### src/rtl/ex_flag_stage_pkg.sv
// Shared definitions for the execute-stage flag/EX-MEM back end:
// opcode encoding, flag bit positions, saturation limits and decode helpers.
package ex_flag_stage_pkg;

    typedef enum logic [3:0] {
        OP_ADD    = 4'h0,
        OP_SUB    = 4'h1,
        OP_XOR    = 4'h2,
        OP_RED    = 4'h3,
        OP_SLL    = 4'h4,
        OP_SRA    = 4'h5,
        OP_ROR    = 4'h6,
        OP_PADDSB = 4'h7,
        OP_LW     = 4'h8,
        OP_SW     = 4'h9,
        OP_LLB    = 4'hA,
        OP_LHB    = 4'hB,
        OP_B      = 4'hC,
        OP_BR     = 4'hD,
        OP_PCS    = 4'hE,
        OP_HLT    = 4'hF
    } opcode_e;

    localparam int FLG_Z = 2;
    localparam int FLG_V = 1;
    localparam int FLG_N = 0;

    localparam logic [15:0] SAT_POS = 16'h7FFF;
    localparam logic [15:0] SAT_NEG = 16'h8000;

    function automatic logic is_addsub(input logic [3:0] op);
        return (op == OP_ADD) || (op == OP_SUB);
    endfunction

    // LW/SW carry an address computed by the adder, so they take the sum path too.
    function automatic logic uses_sum(input logic [3:0] op);
        return is_addsub(op) || (op == OP_LW) || (op == OP_SW);
    endfunction

    function automatic logic [2:0] flag_we_mask(input logic [3:0] op);
        logic [2:0] m;
        m = 3'b000;
        case (op)
            OP_ADD, OP_SUB: begin
                m[FLG_Z] = 1'b1;
                m[FLG_V] = 1'b1;
                m[FLG_N] = 1'b1;
            end
            OP_XOR, OP_SLL, OP_SRA, OP_ROR: m[FLG_Z] = 1'b1;
            default: m = 3'b000;
        endcase
        return m;
    endfunction

endpackage

### src/rtl/ex_flag_stage_flag_reg.sv
// Architectural Z/V/N flag register: per-bit write enables, plus the value
// each bit will take at the next edge for same-cycle forwarding.
module ex_flag_stage_flag_reg (
    input  logic       clk,
    input  logic       rst_n,
    input  logic [2:0] we,
    input  logic [2:0] d,
    output logic [2:0] q,
    output logic [2:0] nxt
);

    always_ff @(posedge clk or negedge rst_n) begin
        if (!rst_n) begin
            q <= 3'b000;
        end else begin
            for (int i = 0; i < 3; i++) begin
                if (we[i]) q[i] <= d[i];
            end
        end
    end

    assign nxt = (we & d) | (~we & q);

endmodule

### src/rtl/ex_flag_stage.sv
// Execute-stage back end: ADD/SUB saturation, Z/V/N generation, flag
// register update and the EX/MEM pipeline register.
module ex_flag_stage
    import ex_flag_stage_pkg::*;
#(
    parameter int WIDTH       = 16,
    parameter bit FLAG_BYPASS = 1'b1
) (
    input  logic             clk,
    input  logic             rst_n,
    input  logic             ex_valid,
    input  logic [3:0]       opcode,
    input  logic [WIDTH-1:0] sum,
    input  logic             ovfl,
    input  logic [WIDTH-1:0] alu_other,
    input  logic             stall,
    input  logic             flush,
    output logic             mem_valid,
    output logic [WIDTH-1:0] mem_result,
    output logic [3:0]       mem_opcode,
    output logic             flag_z,
    output logic             flag_v,
    output logic             flag_n,
    output logic [2:0]       flags_fwd
);

    logic [WIDTH-1:0] result;
    logic [2:0]       flag_d;
    logic [2:0]       flag_we;
    logic [2:0]       flag_q;
    logic [2:0]       flag_nxt;
    logic             wr_ok;

    // A wrapped sum with the sign bit set means the true result overflowed positive.
    always_comb begin
        result = uses_sum(opcode) ? sum : alu_other;
        if (is_addsub(opcode) && ovfl) begin
            result = sum[WIDTH-1] ? SAT_POS : SAT_NEG;
        end
    end

    always_comb begin
        flag_d        = 3'b000;
        flag_d[FLG_Z] = (result == '0);
        flag_d[FLG_V] = ovfl;
        flag_d[FLG_N] = result[WIDTH-1];
    end

    assign wr_ok   = ex_valid & ~stall & ~flush;
    assign flag_we = wr_ok ? flag_we_mask(opcode) : 3'b000;

    ex_flag_stage_flag_reg u_flag_reg (
        .clk   (clk),
        .rst_n (rst_n),
        .we    (flag_we),
        .d     (flag_d),
        .q     (flag_q),
        .nxt   (flag_nxt)
    );

    // Flush only kills the valid bit; the data fields are don't-care downstream.
    always_ff @(posedge clk or negedge rst_n) begin
        if (!rst_n) begin
            mem_valid  <= 1'b0;
            mem_result <= '0;
            mem_opcode <= 4'h0;
        end else if (flush) begin
            mem_valid  <= 1'b0;
        end else if (!stall) begin
            mem_valid  <= ex_valid;
            mem_result <= result;
            mem_opcode <= opcode;
        end
    end

    assign flag_z    = flag_q[FLG_Z];
    assign flag_v    = flag_q[FLG_V];
    assign flag_n    = flag_q[FLG_N];
    assign flags_fwd = FLAG_BYPASS ? flag_nxt : flag_q;

endmodule

### config.mk
export PLATFORM = sky130hd
export DESIGN_NAME = ex_flag_stage
export DESIGN_NICKNAME = d
export VERILOG_FILES = /design/src/rtl/ex_flag_stage_pkg.sv /design/src/rtl/ex_flag_stage_flag_reg.sv /design/src/rtl/ex_flag_stage.sv
export SDC_FILE = /design/constraint.sdc
export NUM_CORES = 1
export LEC_CHECK = 0
export CORE_ASPECT_RATIO = 0.5
export CORE_MARGIN = 5
export CORE_UTILIZATION = 37
export DETAILED_ROUTE_END_ITERATION = 12
export GPL_ROUTABILITY_DRIVEN = 0
export PLACE_DENSITY = 0.89
export SKIP_LAST_GASP = 1
export SLEW_MARGIN = 10
export SYNTH_ARGS = -nofsm -noshare
export SYNTH_HDL_FRONTEND = slang
export SYNTH_SLANG_ARGS = --single-unit
### constraint.sdc
create_clock -name clk -period 3.46 [get_ports clk]
set_clock_uncertainty 0.15 [all_clocks]
set_input_delay 1.038 -clock clk [delete_from_list [all_inputs] [get_ports clk]]
set_output_delay 1.038 -clock clk [all_outputs]
set_load 0.02 [all_outputs]
Yosys cells after proc, flatten, opt, wreduce, memory -nomap -nowiden

Index checks and enable logic that the tools add are counted.

Add/sub/neg operators: 0
$mul: 0
Divide/modulo/power cells: 0
Order comparisons: 0
Equal/unequal tests: 8
Shift-type cells: 0
Muxes and demuxes: 8
Bitwise logic cells: 8
Reductions and logical operators: 9

Operators by type and width:

| cell                                                                    | number |
|---|---|
| 16-bit two-way mux                                                      | 3 |
| 16-bit logical NOT                                                      | 1 |
| 4-bit by 3-bit == test with 1-bit output, second input constant         | 3 |
| 4-bit == test, second input constant                                    | 2 |
| 3-bit AND                                                               | 2 |
| 6-bit OR reduction                                                      | 1 |
| 4-bit by 1-bit == test with 1-bit output, second input constant         | 1 |
| 4-bit by 2-bit == test with 1-bit output, second input constant         | 1 |
| 4-bit logical NOT                                                       | 1 |
| 1-bit logical OR                                                        | 3 |
| 1-bit two-way mux                                                       | 3 |
| 3-bit two-way mux                                                       | 1 |
| 3-bit NOT                                                               | 1 |
| 3-bit bitwise OR                                                        | 1 |
| 1-bit AND                                                               | 2 |
| 2-bit two-way mux                                                       | 1 |
| 2-bit by 1-bit inequality test with 1-bit output, second input constant | 1 |
| 1-bit NOT                                                               | 2 |
| 2-bit AND reduction                                                     | 1 |
| 2-bit OR reduction                                                      | 1 |
| 1-bit logical AND                                                       | 1 |

Flip-flop bits (word level): 24
Bits in latches: 0
Memory bits (writable): 0
ROM bits: 0
Input port bits: 42
Output and inout bits: 27
Logic and storage cells: 39
Memories: 0

Depth between registers and ports, before layout

Depth after elaboration: 9
Depth in mapped cells: 6

Cells and area by module

Synthesis repeated with hierarchy kept, for this count alone.

Cell total of the unflattened synthesis: 119
Area, all modules: 1213.7 µm²

By module, submodules not included:

| module                 | instances | cells each | area an instance (µm²) | sequential area each (µm²) |
|---|---|---|---|---|
| ex_flag_stage          | 1         | 113        | 1093.5                 | 525.5 |
| ex_flag_stage_flag_reg | 1         | 6          | 120.1                  | 75.1 |

Worst setup path before layout

Ideal clock, no wire load.

Path kind: input port to output port
From: input port opcode[1]
To: output port flags_fwd[0]
Data arrival time: 2235 ps
Required time: 2272 ps
Slack: 37 ps
Cell stages on the path: 4
Cell sequence: or2_1 buf_6 or4_4 mux2_4

Cells in the longest elaborated chain, start to end: 8

RTL lines:

| element                                                                              | line                                             | source |
|---|---|---|
| start: declaration                                                                   | ex_flag_stage.sv:12                              | `input logic [3:0] opcode,` |
| 4-bit by 1-bit == test with 1-bit output / 4-bit logical NOT (equally long branches) | ex_flag_stage_pkg.sv:32, ex_flag_stage_pkg.sv:43 |  |
| 1-bit logical OR                                                                     | ex_flag_stage_pkg.sv:32                          | `return (op == OP_ADD) \|\| (op == OP_SUB);` |
| 1-bit logical OR (2 in a row)                                                        | ex_flag_stage_pkg.sv:37                          | `return is_addsub(op) \|\| (op == OP_LW) \|\| (op == OP_SW);` |
| 16-bit two-way mux                                                                   | ex_flag_stage.sv:36                              | `result = uses_sum(opcode) ? sum : alu_other;` |
| 16-bit two-way mux                                                                   | ex_flag_stage.sv:37                              | `if (is_addsub(opcode) && ovfl) begin` |
| 3-bit AND                                                                            | ex_flag_stage_flag_reg.sv:22                     | `assign nxt = (we & d) \| (~we & q);` |
| 3-bit bitwise OR *                                                                   | ex_flag_stage_flag_reg.sv:22                     |  |
| end: declaration                                                                     | ex_flag_stage.sv:24                              | `output logic [2:0] flags_fwd` |

Mark *: on every way between the ends. The rest lies on a longest branch, timed or not.

Final worst setup path

Same ends and word-level chain as after synthesis.

==> qor.csv <==
metric,value,unit
synthTopCellsByArea,"dfrtp_1, a22oi_1, a21oi_1",
routed_wl,4.199,mm
hold_viol,0,
yosysTopAreaCellShare,52.12,%
cts_sinks,24,
clock_latency,270,ps
worst_slack,-59.50,ps
setup_viol,2,
std_cell_rows,14,
cts_buffers,3,
ir_drop,0.2279,mV
num_antenna_cells,0,
relSlewSlack,58.32,%
reg2regPathDepth,2,
synth_nets,154,
worstSetupStartpointType,primary input,
die_w,88.93,um
antenna_found_initial,0,
synth_cell_types,24,
pre_cts_ws,-846.7,ps
cp.depth,5,
clock_path_buffers,2,
timing.rr.end,u_flag_reg.q[2],
period_share,101.7,%
r2r_start,u_flag_reg.q[2],
fmax,0.2841,GHz
syn_to_final_growth,85.78,%
finalNetCount,242,
power,0.8997,mW
port_buffers,68,
failed_checks,setup timing,
cp-endpoint,flags_fwd[0],
syn_inst,112,
crit_type,in2out,
worstHoldPathType,reg2reg,
cpPeakStageDelay,510,ps
crit_path_end_kind,primary output,
ys_seq_elements,24,
crit_path_start,opcode[1],
rsz0062_at_grt,true,
crit_fanout,3,
cp_num_buf_inv,2,
yosysSeqAreaShare,52.12,%
cts-htree-levels,1,
status,"finished, violations left",
vias,1299,
finalMaxSlewViolations,0,
place_hpwl,2.973,mm
grt_max_degree,25,
critPathRequiredTime,2270,ps
vias_per_cell,5.435,
hold_slack,357.5,ps
period_needed,3520,ps
worst_pin_slew,624.5,ps
crit_chain,"buf_8, or2_1, or4_4, mux2_4, buf_6",
die_y,49.46,um
slowest_stage,or4_4,
ys_warn_count,0,
leakagePower,0.9288,nW
cts_root_buf,clkbuf_8,
reg2reg_slack,2420,ps
antenna_left,0,
tritoncts,yes,
core_area,0.002995,mm2
initial_utilization,38.47,%
io_pins,69,
drive_gt1_share,27.64,%
first_global_vias,1324,
grt_pass1_wl,6.603,mm
cts_hold_buf,0,
cp_top_family,simple AND/OR/NAND/NOR gates,
syn_area,0.001152,mm2
max_cap_viol_count,0,
grt_use_total,19.57,%
avgSynthCellArea,10.29,um2
clk_pin_slew,80,ps
dieArea,0.004398,mm2
dr.pass1.iters,4,
yosysTopAreaCell,dfrtp_1,
power.density,420.3,mW/mm2
drt-wirelength-per-cell,17.57,um
first_iter_violations,44,
worstPathArrival,2330,ps
overflow,0,
drc,0,
-- area by class of cell --
type	count	area, um2
Clock buffer	3	41.29
Multi-Input combinational cell	81	598.1
Sequential cell	24	600.6
Fill cell	191	854.6
Tap cell	40	50.05
Timing Repair Buffer	89	817.0
Clock inverter	1	30.03
Inverter	1	3.754
-- state kept, by name, indices dropped and copies added, names as in the netlist --
signal and count:
mem_opcode 4, mem_valid 1, mem_result 16, u_flag_reg.q 3
-- power by group --
group	switching [mW]	total (mW)	leakage (nW)	internal [mW]
Clock	0.0939	0.249	0.0357	0.155
Sequential	0.0219	0.342	0.279	0.320
Combinational	0.151	0.309	0.614	0.158
-- kinds of logic (layout without fill, tap and decap cells) --
group	Yosys count	count (layout)	synth area share (%)
xor+xnor	1	1	0.7602
buf+inv	7	94	3.148
mux	9	9	9.229
compound gates	34	34	18.68
flops	24	24	52.12
simple gates	37	37	16.07
-- cell usage in the layout (no fill, tap or decap), types with 2 or more instances in the layout --
cell type / n
clkdlybuf4s50_1: 29
dlygate4sd2_1: 27
dfrtp_1: 24
buf_4: 21
nor2_1: 17
a22oi_1: 15
a21oi_1: 15
nor4_2: 8
buf_6: 5
mux2_2: 4
mux2_4: 3
nand3_1: 3
clkbuf_8: 3
nor2_2: 2
mux2i_1: 2
dlymetal6s2s_1: 2
clkdlybuf4s15_1: 2
-- routing by layer --
metal / routed length [um] / share of wire (%) / global-route usage (%)
met3: 201 / 4.8 / 4.659
met5: 0 / 0 / 0
met2: 2259 / 54 / 33.74
met4: 57 / 1.4 / 5.528
met1: 1680 / 40 / 24.30
-- synthesized netlist by cell type, drive strengths merged --
cell / n
a2111oi: 1
a21oi: 15
a22oi: 16
a31oi: 1
buf: 3
clkbuf: 3
dfrtp: 24
inv: 1
mux2: 7
mux2i: 2
nand2: 1
nand2b: 1
nand3: 3
nand4: 1
nor2: 19
nor2b: 1
nor4: 8
o21ai: 1
or2: 2
or4: 1
xnor2: 1
-- worst min-delay path by stage --
stage / from / to / slack (ps) / cells after the start
floorplan: mem_result[15] / mem_result[15] / 440 / 2
global placement: mem_result[15] / mem_result[15] / 310 / 2
detailed placement: mem_opcode[3] / mem_opcode[3] / 350 / 1
CTS: mem_opcode[1] / mem_opcode[1] / 370 / 1
global route: mem_opcode[3] / mem_opcode[3] / 390 / 1
finish: mem_result[15] / mem_result[15] / 360 / 2
-- worst reg2reg max path: cells and delay by family (launching register included) --
family,cells,cell delay [ps]
buf+inv,1,130
mux,1,280
flops,1,380
-- through the flow --
step	instances	setup TNS, ps	utilization [%]	cell area (um2)
after floorplan	112	0	-	1152
after global placement	232	-2437	66.29	1986
after detailed placement	232	-2526	66.29	1986
after CTS	238	-120.0	70.55	2113
after global routing	239	-174.1	71.47	2141
final	239	-117.9	71.47	2141
-- what timing repair did --
| action | in CTS | in global routing |
|---|---|---|
| setup endpoints to repair | 3 | 3 |
| buffers inserted | 2 | 1 |
| gates resized for setup | 84 | 7 |
| gates cloned | 0 | 0 |
| pin swaps | 17 | 6 |
Power figures use the tool's default switching activity.
